File: config.mk
export PLATFORM = sky130hd
export DESIGN_NAME = gen_sweep_ctrl
export DESIGN_NICKNAME = d
export VERILOG_FILES = /design/src/rtl/gen_sweep_pkg.sv /design/src/rtl/gen_sweep_ctrl_next.sv /design/src/rtl/gen_sweep_ctrl.sv
export SDC_FILE = /design/constraint.sdc
export NUM_CORES = 1
export LEC_CHECK = 0
export BUFFER_PORTS_ARGS = -buffer_cell sky130_fd_sc_hd__buf_4
export CAP_MARGIN = 20
export CORE_UTILIZATION = 55
export CTS_BUF_LIST = sky130_fd_sc_hd__clkbuf_16
export DETAILED_ROUTE_END_ITERATION = 6
export GPL_ROUTABILITY_DRIVEN = 0
export PLACE_DENSITY = 0.86
export SYNTH_ARGS = -nofsm -noshare
export SYNTH_HDL_FRONTEND = slang
export SYNTH_SLANG_ARGS = --single-unit
export TNS_END_PERCENT = 50
File: constraint.sdc
create_clock -name clk -period 5.5 [get_ports clk]
set_clock_uncertainty 0.05 [all_clocks]
set_input_delay 0.825 -clock clk [delete_from_list [all_inputs] [get_ports clk]]
set_output_delay 0.825 -clock clk [all_outputs]
set_load 0.1 [all_outputs]
File: src/rtl/gen_sweep_pkg.sv
// Shared types and constants for the DDS frequency-sweep scheduler.
// Latency: n/a (declarations only).
// Backpressure: n/a.
package gen_sweep_pkg;

  typedef enum logic [2:0] {
    IDLE,
    LOAD,
    DWELL,
    STEP,
    DONE
  } state_t;

  localparam logic [2:0] ADDR_START = 3'd0;
  localparam logic [2:0] ADDR_STOP  = 3'd1;
  localparam logic [2:0] ADDR_STEP  = 3'd2;
  localparam logic [2:0] ADDR_DWELL = 3'd3;
  localparam logic [2:0] ADDR_MODE  = 3'd4;

  localparam int CONT_BIT = 0;
  localparam int TRI_BIT  = 1;

endpackage

File: src/rtl/gen_sweep_ctrl_next.sv
// Next phase increment: clamped step, endpoint turn-around and end-of-sweep decision.
// Latency: purely combinational.
// Backpressure: none.
module sweep_next
  import gen_sweep_pkg::*;
#(
  parameter int W_PHASE = 8
) (
  input  logic [W_PHASE-1:0] cur,
  input  logic [W_PHASE-1:0] step,
  input  logic [W_PHASE-1:0] lo,
  input  logic [W_PHASE-1:0] hi,
  input  logic               dir,      // 1 = sweeping up
  input  logic [1:0]         mode,
  output logic [W_PHASE-1:0] nxt,
  output logic               nxt_dir,
  output logic               fin
);

  // One extra bit so cur+step / cur-step can be clamped instead of wrapping.
  logic [W_PHASE:0]   up_sum;
  logic [W_PHASE:0]   dn_diff;
  logic [W_PHASE-1:0] up_clamp;
  logic [W_PHASE-1:0] dn_clamp;
  logic               at_end;

  assign up_sum   = {1'b0, cur} + {1'b0, step};
  assign dn_diff  = {1'b0, cur} - {1'b0, step};
  assign up_clamp = (up_sum > {1'b0, hi}) ? hi : up_sum[W_PHASE-1:0];
  assign dn_clamp = (dn_diff[W_PHASE] || (dn_diff[W_PHASE-1:0] < lo)) ? lo : dn_diff[W_PHASE-1:0];
  assign at_end   = dir ? (cur >= hi) : (cur <= lo);

  // Choose the next value: advance, finish, restart from START, or reflect.
  always_comb begin
    nxt     = cur;
    nxt_dir = dir;
    fin     = 1'b0;
    if (step == '0) begin
      fin = 1'b1;
    end else if (!at_end) begin
      nxt = dir ? up_clamp : dn_clamp;
    end else if (!mode[CONT_BIT]) begin
      fin = 1'b1;
    end else if (!mode[TRI_BIT]) begin
      // Direction never changes in sawtooth mode, so START is lo when up, hi when down.
      nxt = dir ? lo : hi;
    end else if (lo == hi) begin
      nxt = cur;
    end else begin
      nxt_dir = ~dir;
      nxt     = dir ? dn_clamp : up_clamp;
    end
  end

endmodule

File: src/rtl/gen_sweep_ctrl.sv
// Frequency-sweep scheduler driving phase-increment writes into the DDS generator.
// Latency: first write one cycle after start, then one write every max(DWELL,1)+1 cycles.
// Backpressure: none; gen accepts every write, abort/clr stop the sweep at the next edge.
module gen_sweep_ctrl
  import gen_sweep_pkg::*;
#(
  parameter int W_PHASE = 8,
  parameter int W_DWELL = 16
) (
  input  logic               clk,
  input  logic               clr,
  input  logic               cfg_wr,
  input  logic [2:0]         cfg_addr,
  input  logic [31:0]        cfg_data,
  input  logic               start,
  input  logic               abort,
  output logic [31:0]        wr_data,
  output logic               wr_n,
  output logic [W_PHASE-1:0] cur_inc,
  output logic               busy,
  output logic               done
);

  state_t state, state_nxt;

  // Host-visible profile registers.
  logic [W_PHASE-1:0] cfg_start, cfg_stop, cfg_step;
  logic [W_DWELL-1:0] cfg_dwell;
  logic [1:0]         cfg_mode;

  // Profile snapshot taken on the start cycle; the running sweep only looks at these.
  logic [W_PHASE-1:0] snap_lo, snap_hi, snap_step;
  logic [W_DWELL-1:0] snap_deff;
  logic [1:0]         snap_mode;

  logic [W_PHASE-1:0] cur;
  logic               dir;
  logic [W_DWELL-1:0] cnt;

  logic [W_PHASE-1:0] nxt;
  logic               nxt_dir;
  logic               fin;

  logic do_load, do_write, do_reload;

  logic unused_cfg_hi;
  assign unused_cfg_hi = ^cfg_data[31:W_DWELL];

  assign cur_inc = cur;

  sweep_next #(.W_PHASE(W_PHASE)) u_next (
    .cur     (cur),
    .step    (snap_step),
    .lo      (snap_lo),
    .hi      (snap_hi),
    .dir     (dir),
    .mode    (snap_mode),
    .nxt     (nxt),
    .nxt_dir (nxt_dir),
    .fin     (fin)
  );

  // State register.
  always_ff @(posedge clk) begin
    if (clr) state <= IDLE;
    else     state <= state_nxt;
  end

  // Next state and datapath controls; a sweep that is finished skips STEP and goes straight to DONE.
  always_comb begin
    state_nxt = state;
    do_load   = 1'b0;
    do_write  = 1'b0;
    do_reload = 1'b0;
    busy      = 1'b0;
    done      = 1'b0;
    case (state)
      IDLE: begin
        if (start) begin
          state_nxt = LOAD;
          do_load   = 1'b1;
        end
      end
      LOAD: begin
        busy      = 1'b1;
        do_reload = 1'b1;
        state_nxt = DWELL;
      end
      DWELL: begin
        busy = 1'b1;
        if (cnt == '0) begin
          if (fin) begin
            state_nxt = DONE;
          end else begin
            state_nxt = STEP;
            do_write  = 1'b1;
          end
        end
      end
      STEP: begin
        busy      = 1'b1;
        do_reload = 1'b1;
        state_nxt = DWELL;
      end
      DONE: begin
        done      = 1'b1;
        state_nxt = IDLE;
      end
      default: state_nxt = IDLE;
    endcase
    if (abort) begin
      state_nxt = IDLE;
      do_load   = 1'b0;
      do_write  = 1'b0;
      do_reload = 1'b0;
    end
  end

  // Config registers, snapshot, registered gen write port and dwell counter.
  always_ff @(posedge clk) begin
    if (clr) begin
      cfg_start <= '0;
      cfg_stop  <= '0;
      cfg_step  <= W_PHASE'(1);
      cfg_dwell <= W_DWELL'(1);
      cfg_mode  <= 2'b00;
      snap_lo   <= '0;
      snap_hi   <= '0;
      snap_step <= W_PHASE'(1);
      snap_deff <= W_DWELL'(1);
      snap_mode <= 2'b00;
      cur       <= '0;
      dir       <= 1'b1;
      cnt       <= '0;
      wr_data   <= '0;
      wr_n      <= 1'b1;
    end else begin
      if (cfg_wr) begin
        case (cfg_addr)
          ADDR_START: cfg_start <= cfg_data[W_PHASE-1:0];
          ADDR_STOP:  cfg_stop  <= cfg_data[W_PHASE-1:0];
          ADDR_STEP:  cfg_step  <= cfg_data[W_PHASE-1:0];
          ADDR_DWELL: cfg_dwell <= cfg_data[W_DWELL-1:0];
          ADDR_MODE:  cfg_mode  <= cfg_data[1:0];
          default: ;
        endcase
      end

      wr_n <= ~(do_load | do_write);

      if (do_load) begin
        snap_lo   <= (cfg_start <= cfg_stop) ? cfg_start : cfg_stop;
        snap_hi   <= (cfg_start <= cfg_stop) ? cfg_stop : cfg_start;
        snap_step <= cfg_step;
        snap_deff <= (cfg_dwell == '0) ? W_DWELL'(1) : cfg_dwell;
        snap_mode <= cfg_mode;
        cur       <= cfg_start;
        dir       <= (cfg_start <= cfg_stop);
        wr_data   <= {{(32-W_PHASE){1'b0}}, cfg_start};
      end else if (do_write) begin
        cur       <= nxt;
        dir       <= nxt_dir;
        wr_data   <= {{(32-W_PHASE){1'b0}}, nxt};
      end

      if (do_reload)                          cnt <= snap_deff - W_DWELL'(1);
      else if (state == DWELL && cnt != '0)   cnt <= cnt - W_DWELL'(1);
    end
  end

endmodule

* After elaboration in Yosys (flattened, before gate mapping)
Index checks and enable logic that the tools add are counted.
** Cells by class
- Add/subtract/negate cells :: 4
- Multiply operators :: 0
- Divide/modulo/power cells :: 0
- Order comparisons :: 5
- Equality and inequality tests :: 13
- Shift operators :: 0
- Mux-type cells :: 45
- Bitwise gates (word level) :: 3
- Reductions and logical operators :: 23
** Operators with widths (count)
- 8-bit two-way mux :: 16
- 16-bit two-way mux :: 3
- 16-bit zero test :: 2
- 16-bit by 1-bit subtractor with 16-bit output, second input constant :: 2
- 1-bit two-way mux :: 22
- 8-bit <= comparator :: 2
- 16-bit nonzero test :: 1
- 3-bit by 2-bit == test with 1-bit output, second input constant :: 4
- 2-bit AND reduction :: 6
- 2-bit nonzero test :: 5
- 8-bit by 8-bit adder with 9-bit output :: 1
- 9-bit by 8-bit > comparator with 1-bit output :: 1
- 3-bit two-way mux :: 3
- 3-bit case mux with 3 select lines :: 1
- 8-bit by 8-bit subtractor with 9-bit output :: 1
- 8-bit == test :: 1
- 8-bit >= comparator :: 1
- 8-bit zero test :: 1
- 8-bit less-than comparator :: 1
- 2-bit inequality test, second input constant :: 4
- 3-bit by 1-bit == test with 1-bit output, second input constant :: 2
- 3-bit == test, second input constant :: 2
- 3-bit zero test :: 2
- 6-bit AND reduction :: 1
- other kinds (6) :: 8
** Storage, ports and cells
- Register bits after elaboration :: 121
- Latch bits :: 0
- RAM bits :: 0
- Memory bits (read-only) :: 0
- Memories kept :: 0

* Longest topological paths before layout
Gate-level depths: netlist of run 1.
- Depth in word-level cells :: 12
- Mapped depth :: 18

* Cells and area by module
From an unflattened synthesis of run 1, not the netlist that was laid out.
** Unflattened totals
- Cells, all modules :: 1053
- Area, all modules :: 8039.0 um^2
** By module, submodules not included
- gen_sweep_ctrl :: instances 1, cells an instance 694, area each 5444.0 um^2, sequential area each 2262.2 um^2
- sweep_next :: instances 1, cells an instance 359, area each 2595.0 um^2, sequential area each 0.0 um^2

* Least setup slack after synthesis of run 1
OpenSTA, ideal clock, no wires.
- Path type :: flip-flop to flip-flop
- Start point :: register, netlist name wr_data[5]
- End point :: register wr_data[7]
- Setup time :: 86 ps
- Arrival :: 4481 ps
- Slack :: 883 ps
- Cell stages (with the launch flop) :: 18
- Clock period less this slack :: 4617 ps
- Cells stage by stage :: dfxtp_1 > ha_1 > clkbuf_1 > nor2b_1 > o21ba_2 > a221oi_1 > xnor2_1 > inv_1 > ha_1 > nand4_1 > or2_2 > o211ai_1 > and3b_1 > buf_2 > mux2_2 > a221oi_1 > o21ai_1 > a211oi_1
** RTL lines
- to (signal assigned) :: line gen_sweep_ctrl.sv:159 : wr_data <= {{(32-W_PHASE){1'b0}}, cfg_start};
- to (signal assigned) :: line gen_sweep_ctrl.sv:163 : wr_data <= {{(32-W_PHASE){1'b0}}, nxt};
- to (decl) :: line gen_sweep_ctrl.sv:17 : output logic [31:0] wr_data,

==> results by stage, run 1 <==
STA:
- Counting I/O delays and the setup requirement, the final critical path takes ~4.8 ns.
- Setup violations remaining at the end of the flow were counted as 0.
- The worst hold margin is about 0.41 ns.
- The ratio of final minimum period to clock period is 0.871.
- Setup repair after global routing left no endpoint under its margin.
- The count of final hold-check violations is 0.
- The number of max-slew violations in the final report is 0.
- The transition time of the tightest slew-check pin is 1.10 ns.
- The maximum frequency from static timing analysis is 209 MHz.
- After routing, the total negative slack on setup checks comes to 0 ns.
- The normalized max-slew margin is 0.268.

Finish:
- In the final layout, the share of cells above drive strength 1 is 0.111.
- The most common library cell in the layout ignoring fill and taps is nand2_1.
- Summing all non-filler instances in the final layout gives an area of roughly 0.0085 mm2.
- Compared with the post-synthesis result, the final layout area differs by 12.3%.
- After the last flow step, the layout net total stands at about 1100.
- Leaving out fill and tap cells, the most frequent cells in the layout are nand2_1, dfxtp_1, nor2_1.
- The total inserted antenna cells is 0.
- The filler-free cell count of the finished design is ~1200.

GRT:
- The first global-routing pass estimated about 31000 um of wire.
- The initial antenna violation count is 0.
- Across every metal layer, demand over resource in global routing totals 0.272.
- Entering global routing, the biggest net connects 114 pins.
- For this run the aggregate overflow at the end of global routing stands at 0.
- The via count of the first global-routing pass is ~6400.

Placement:
- Buffers placed on the I/O ports in this run total 42.
- The instance count after placement with tap cells included is 1116.
- The sum of net half-perimeters after detailed placement is 12900 um.
- Once placement finished, the instance area stood at around 0.0077 mm2.

Drt:
- The residual antenna-violating net count after detailed routing is 0.
- Detailed routing inserted a total of about 7000 vias.
- The routed wire length is approximately 19000 um.
- The number of DRC markers in iteration 0 is ~590.
- Dividing the detail-routed via count by the number of cells gives 5.97.
- The first detailed-routing pass took 6 iterations.
- The per-cell routed wire length is 16.4 um.
- The DRC violation count after routing is 0.

Synth:
- After synthesis the netlist holds a flip-flop and latch count of between 100 and 150.
- The synthesized design contains 0 enable-type register cells.
- In this run the mean area of a mapped cell was a little under 8 um2.
- The largest total area in the synthesized netlist belongs to dfxtp_1.
- The warning count from the yosys run is 0.
- The most used flip-flop cell after synthesis is dfxtp_1.
- By area the synthesized netlist is led by dfxtp_1, ha_1, nand2_1.
- The share of synthesized area in the top cell type comes to 0.300.
- The post-synth design cell area is 0.00753 mm2.
- The part of the Yosys area used for sequential elements is 0.300.
- In the synthesized netlist the async set-or-reset flop fraction comes to 0.
- The gate count of the mapped netlist is roughly 950.
- Synthesis instantiated 76 different standard cells from the library.

Clocking:
- The number of buffers inserted during clock tree synthesis is 17.
- In this run the deepest clock path goes through 2 buffers.
- After clock tree synthesis, the setup repair step added 0 buffers.
- The clock latency on the worst-skew pair is about 0.42 ns.
- In this run, post-CTS hold repair placed 0 buffers.
- The clock edge transition at the registers on the reported setup and hold paths is 0.06 ns.
- The clock sink total is between 100 and 150.
- The master cell of the clock root buffer is clkbuf_16.
- After clock tree synthesis, the repair step resized 0 gates.
- TritonCTS built the clock tree.
- In this run the number of H-tree levels came out at 4.

Power and ir drop:
- Of the total power, combinational logic draws 0.250.
- The internal portion of the total power is between 1.5 and 2 mW.
- In this run the power spent charging and discharging nets is just under 0.9 mW.
- In this run the power density over the cells is 335 mW/mm2.
- The largest vdd supply drop is 171 uV.
- Summed over all cells, the static leakage comes to 3.40 nW.
- The share of total power dissipated in sequential elements is 0.313.
- Of the total power, the clock network draws 0.437.
- Of the total power, the share spent switching nets is 0.315.
- Summing internal, switching and leakage power gives between 2 and 3 mW.

Die:
- The number of core rows is 42.
- The floorplan step set the die width to 119 um.
- The standard cell core area is 0.0133 mm2.
- The starting density of the core is 0.566.
- The total I/O pin count is 83.
- The area of the die is between 0.01 and 0.015 mm2.
- The chip height is around 120 um.

Run status:
- The flow ran to the end, and the final reports show no timing, DRC or antenna violations.

Setup path:
- The critical path goes through ha_1 -> nor2b_1 -> o311ai_0 -> a221oi_1 -> xnor2_1 -> inv_1 -> ha_1 -> nand4_1 -> or2_2 -> o211ai_1 -> and3b_1 -> a21oi_1 -> mux4_2 -> a2111oi_0.
- STA puts the critical path data required time at about 5.7 ns.
- By instance count, the cell type seen most on the critical path is ha_1.
- The critical setup path kind is flop to flop.
- The critical path launch point type is a flop.
- The master of the slowest instance on the critical path is a2111oi_0.
- The worst endpoint data arrival time is around 5 ns.
- The kind of cell with the highest combined delay along the critical path is compound AO/OA/AOI/OAI gates.
- The stage delay of the slowest cell on the critical path is around 0.62 ns.
- Counting both buffers and inverters, the worst setup path holds a total of 1.
- STA classifies the critical path endpoint as a flop.
- Of all nets on the critical path, the largest fanout is 12.

Job:
- The tool flagged a number of max-cap violations equal to 0.

Min path:
- The class of the most critical hold timing path is flop to flop.
area by class of cell:
class | count | area, um2
multi-input cells | 739 | 4760
inverters | 43 | 161
clock inverters | 15 | 239
repair buffers | 47 | 385
clock buffers | 17 | 425
well taps | 176 | 220
flip-flops and latches | 113 | 2260
fillers | 1078 | 4840
per-layer routing:
layer | track usage | wire length (um)
met4 | 0.125 | 654
met1 | 0.367 | 8600
met3 | 0.0556 | 1360
met5 | 0 | 0
met2 | 0.413 | 8300
power groups by stage:
stage                     Combinational [mW]  Clock, mW  Sequential, mW
after global placement                 0.672          0           0.901
final                                  0.709       1.24           0.888
after detailed placement               0.684          0           0.902
after CTS                              0.690       1.24           0.886
after floorplan                        0.557          0           0.914
after global routing                   0.770       1.28           0.891
sequential cells by signal, indices dropped and copies added, names as in the netlist:
signal / cells
cfg_dwell: 16
cfg_mode: 2
cfg_start: 8
cfg_step: 8
cfg_stop: 8
cnt: 16
dir: 1
snap_deff: 16
snap_hi: 8
snap_lo: 8
snap_mode: 2
snap_step: 8
state: 3
wr_data: 8
wr_n: 1
final timing paths:
check,slack (ns),depth (start not counted),to,start
worst max-delay path,0.71,14,wr_data[1],wr_data[1]
worst min-delay path,0.41,2,cfg_step[7],cfg_step[7]
worst max register to register,0.71,14,wr_data[1],wr_data[1]
worst min register to register,0.41,2,cfg_step[7],cfg_step[7]
per-stage QoR:
stage / setup WS (ns) / util
6_report: 0.707 / 0.636
5_1_grt: 0.394 / 0.636
4_1_cts: 1.05 / 0.633
3_5_place_dp: 1.07 / 0.583
3_3_place_gp: 1.13 / 0.583
2_1_floorplan: 0.883 / -
synth_stat cells (6+ instances only):
| cell type | count |
|---|---|
| a2111oi_0 | 6 |
| a211oi_1 | 30 |
| a21oi_1 | 86 |
| buf_1 | 6 |
| buf_2 | 9 |
| buf_4 | 32 |
| clkbuf_1 | 34 |
| dfxtp_1 | 113 |
| ha_1 | 56 |
| inv_1 | 43 |
| mux2_2 | 6 |
| mux2i_1 | 38 |
| nand2_1 | 156 |
| nand2b_1 | 8 |
| nand3_1 | 13 |
| nand3b_1 | 7 |
| nand4_1 | 9 |
| nor2_1 | 92 |
| nor2b_1 | 7 |
| nor3_1 | 19 |
| nor4_1 | 10 |
| o21a_1 | 7 |
| o21ai_0 | 17 |
| or3_1 | 7 |
| xnor2_1 | 18 |
| xor2_1 | 24 |
worst register-to-register path: stages (launching register included):
cell and delay (ns):
dfxtp_1 0.60, ha_1 0.33, nor2b_1 0.16, o311ai_0 0.19
a221oi_1 0.39, xnor2_1 0.23, inv_1 0.08, ha_1 0.33
nand4_1 0.10, or2_2 0.30, o211ai_1 0.12, and3b_1 0.51
a21oi_1 0.15, mux4_2 0.48, a2111oi_0 0.62
cells by family after synthesis:
logic type / count (synthesis) / synth area share
flops: 113 / 0.300
buf+inv: 124 / 0.0793
simple gates: 361 / 0.224
fa+ha+maj: 58 / 0.0984
mux: 45 / 0.0625
compound gates: 209 / 0.186
xor+xnor: 42 / 0.0489
other cells: 1 / 0.000498
No activity file was read; power rests on OpenSTA's default activity.
==> run 2: changes to the inputs <==
--- a/config.mk
+++ b/config.mk
@@ -7,6 +7,7 @@
 export LEC_CHECK = 0
 export BUFFER_PORTS_ARGS = -buffer_cell sky130_fd_sc_hd__buf_4
 export CAP_MARGIN = 20
+export CORE_MARGIN = 3
 export CORE_UTILIZATION = 55
 export CTS_BUF_LIST = sky130_fd_sc_hd__clkbuf_16
 export DETAILED_ROUTE_END_ITERATION = 6
==> run 2 against run 1 <==
Worst hold slack worse by 0.0069 ns. Count of clock-buffer cells in the layout stayed put. Wire length up 0.65%. Power decreased by 4.2%. Core utilization fell by 0.44 points. Via count down 0.20%. Critical path type unchanged. Largest cell class unchanged.
==> results by stage, run 2 (same netlist as run 1, synthesis figures left out) <==
Drt:
- The per-cell routed wire length is 16.5 um (+0.48%).
- The number of DRC markers in iteration 0 was 605 (+2.7%).
- The DRC violation count after routing is 0 (unchanged).
- The vias after detailed routing is 6846 (-0.20%).
- The routed wire length came to 19000 um (+0.65%).
- The number of iterations in the first detailed-routing pass is 7 (+1).
- The detail-routed via count per cell is 5.94 (-0.38%).
- The residual antenna-violating net count after detailed routing came to 0 (unchanged).

Clocking:
- The number of buffers inserted during clock tree synthesis is 17 (unchanged).
- TritonCTS built the clock tree.
- The maximum level of the CTS H-tree is 4 (unchanged).
- The quantity of gates resized following cts is 0 (unchanged).
- The number of setup buffers added after CTS was 0 (unchanged).
- The clock sink total is 113 (unchanged).
- The number of buffers on the longest clock path was 2 (unchanged).
- The master cell of the clock root buffer is clkbuf_16.
- The clock edge transition at the registers on the reported setup and hold paths is 0.05 ns (about the same).
- The quantity of hold-fixing buffers added after cts is 0 (unchanged).
- The clock latency on the worst-skew pair is 0.42 ns (about the same).

Placement:
- The number of input and output port buffers inserted is 42 (unchanged).
- The sum of net half-perimeters after detailed placement is 13600 um (+5.5%).

GRT:
- The global-route wire length before repair is 31100 um (+0.31%).
- The overall track demand over capacity in global routing is 0.257 (-0.0148).
- The remaining global-route overflow is 0 (unchanged).
- The initial antenna violation count is 0 (unchanged).
- The via count of the first global-routing pass is 6337 (-1.4%).
- The maximum number of pins on one net before global-route repair is 114 (unchanged).

Die:
- The area of the die is 0.0151 mm2 (+6.8%).
- The chip height came to 123 um (+3.4%).
- The total I/O pin count was 83 (unchanged).
- The starting density of the core is 0.566 (unchanged).
- The number of core rows is 42 (unchanged).
- The horizontal die dimension is 123 um (+3.4%).
- The standard cell core area came to 0.0133 mm2 (unchanged).

Finish:
- The share of the core filled with cells is 0.632 (-0.00442).
- The most common library cell in the layout ignoring fill and taps is nand2_1.
- From synthesis to final layout, the design area changed by 11.6%.
- The total inserted antenna cells is 0 (unchanged).
- The share of layout cells above drive strength 1 was 0.109 (-0.00228).
- The area of combinational cells with multiple inputs is 0.00476 mm2 (unchanged).
- In the final layout, the registers with the most flip-flops are cfg_dwell (16), cnt (16), snap_deff (16).
- The library cells used most frequently in the layout, excluding fill and tap cells, are nand2_1, dfxtp_1, nor2_1.
- The fill cell total of the finished layout came to 1131 (+4.9%).
- The flip-flop and latch area is 0.00226 mm2 (unchanged).
- The net count reported at finish is 1061 (+0.19%).

Setup path:
- The worst setup path is launched from a flop.
- The category of the worst setup path capture point is a flop.
- The critical setup path kind is flop to flop.
- The maximum fanout along the worst path is 12 (unchanged).
- The required time at the worst-slack endpoint is 5.77 ns (+0.07 ns).
- The worst endpoint data arrival time came to 4.87 ns (-0.12 ns).
- The worst reg-to-reg setup slack was 0.90 ns (+0.20 ns).

STA:
- The maximum frequency from static timing analysis is 218 MHz (+4.3%).
- The count of final hold-check violations came to 0 (unchanged).
- The total negative slack for setup checks came to 0 ns (unchanged).
- The ratio of final minimum period to clock period is 0.836 (-0.0358).
- The number of max-slew violations in the final report is 0 (unchanged).
- The transition time of the tightest slew-check pin is 1.08 ns (-0.0159 ns).
- The time the worst path needs with I/O delays and setup is 4.60 ns (-0.197 ns).
- The final setup violation count is 0 (unchanged).
- Setup repair after global routing left no endpoint under its margin.
- The normalized max-slew margin is 0.279 (+0.0106).

Power and ir drop:
- The leakage power is 3.40 nW (-0.13%).
- The largest vdd supply drop is 179 uV (+5.0%).
- The total power density per cell area is 323 mW/mm2 (-3.6%).

Run status:
- The flow ran to the end, and the final reports show no timing, DRC or antenna violations.

Min path:
- In this run the worst hold path is classified as flop to flop.

Job:
- The max-capacitance violation count came to 0 (unchanged).
-- run 2: through the flow --
stage / hold slack, ns / instances / power, mW / worst slack (ns) / cell area (um2)
floorplan: 0.381 / 976 / 1.47 / 0.883 / 7610
global placement: 0.389 / 1119 / 1.58 / 1.13 / 7770
detailed placement: 0.400 / 1119 / 1.59 / 1.03 / 7770
CTS: 0.405 / 1151 / 2.71 / 1.01 / 8370
global route: 0.434 / 1152 / 2.83 / 0.649 / 8400
finish: 0.404 / 1152 / 2.72 / 0.904 / 8400
-- run 2: critical path, stage by stage (launching register included) --
cell	delay [ns]
dfxtp_1	0.62
ha_1	0.33
nor2b_1	0.16
o311ai_0	0.19
a221oi_1	0.39
xnor2_1	0.23
inv_1	0.08
ha_1	0.33
nand4_1	0.09
or2_2	0.29
o211ai_1	0.12
and3b_1	0.52
mux2_2	0.39
a221oi_1	0.31
o21ai_1	0.14
a211oi_1	0.25
-- run 2: final timing paths --
check	startpoint	endpoint	depth (start not counted)
worst max-delay path	wr_data[1]	wr_data[7]	15
worst min-delay path	cfg_step[7]	snap_step[7]	2
worst max register to register	wr_data[1]	wr_data[7]	15
worst min register to register	cfg_step[7]	snap_step[7]	2
-- run 2: power by group --
part           leakage (nW)  internal, mW  switching, mW
Clock                 0.307         0.745          0.374
Combinational          2.18         0.250          0.462
Sequential            0.917         0.847         0.0383
-- run 2: layout make-up --
class / instances / area share
Clock buffer: 17 / 0.0507
Clock inverter: 15 / 0.0212
Inverter: 43 / 0.0192
Multi-Input combinational cell: 739 / 0.567
Sequential cell: 113 / 0.269
Tap cell: 176 / 0.0262
Timing Repair Buffer: 49 / 0.0462
-- run 2: routing by layer --
metal,vias to the layer above,share of wire,track usage
li1,3321,-,-
met1,3186,0.44,0.344
met2,294,0.45,0.400
met3,45,0.085,0.0659
met4,0,0.027,0.0955
met5,-,0,0
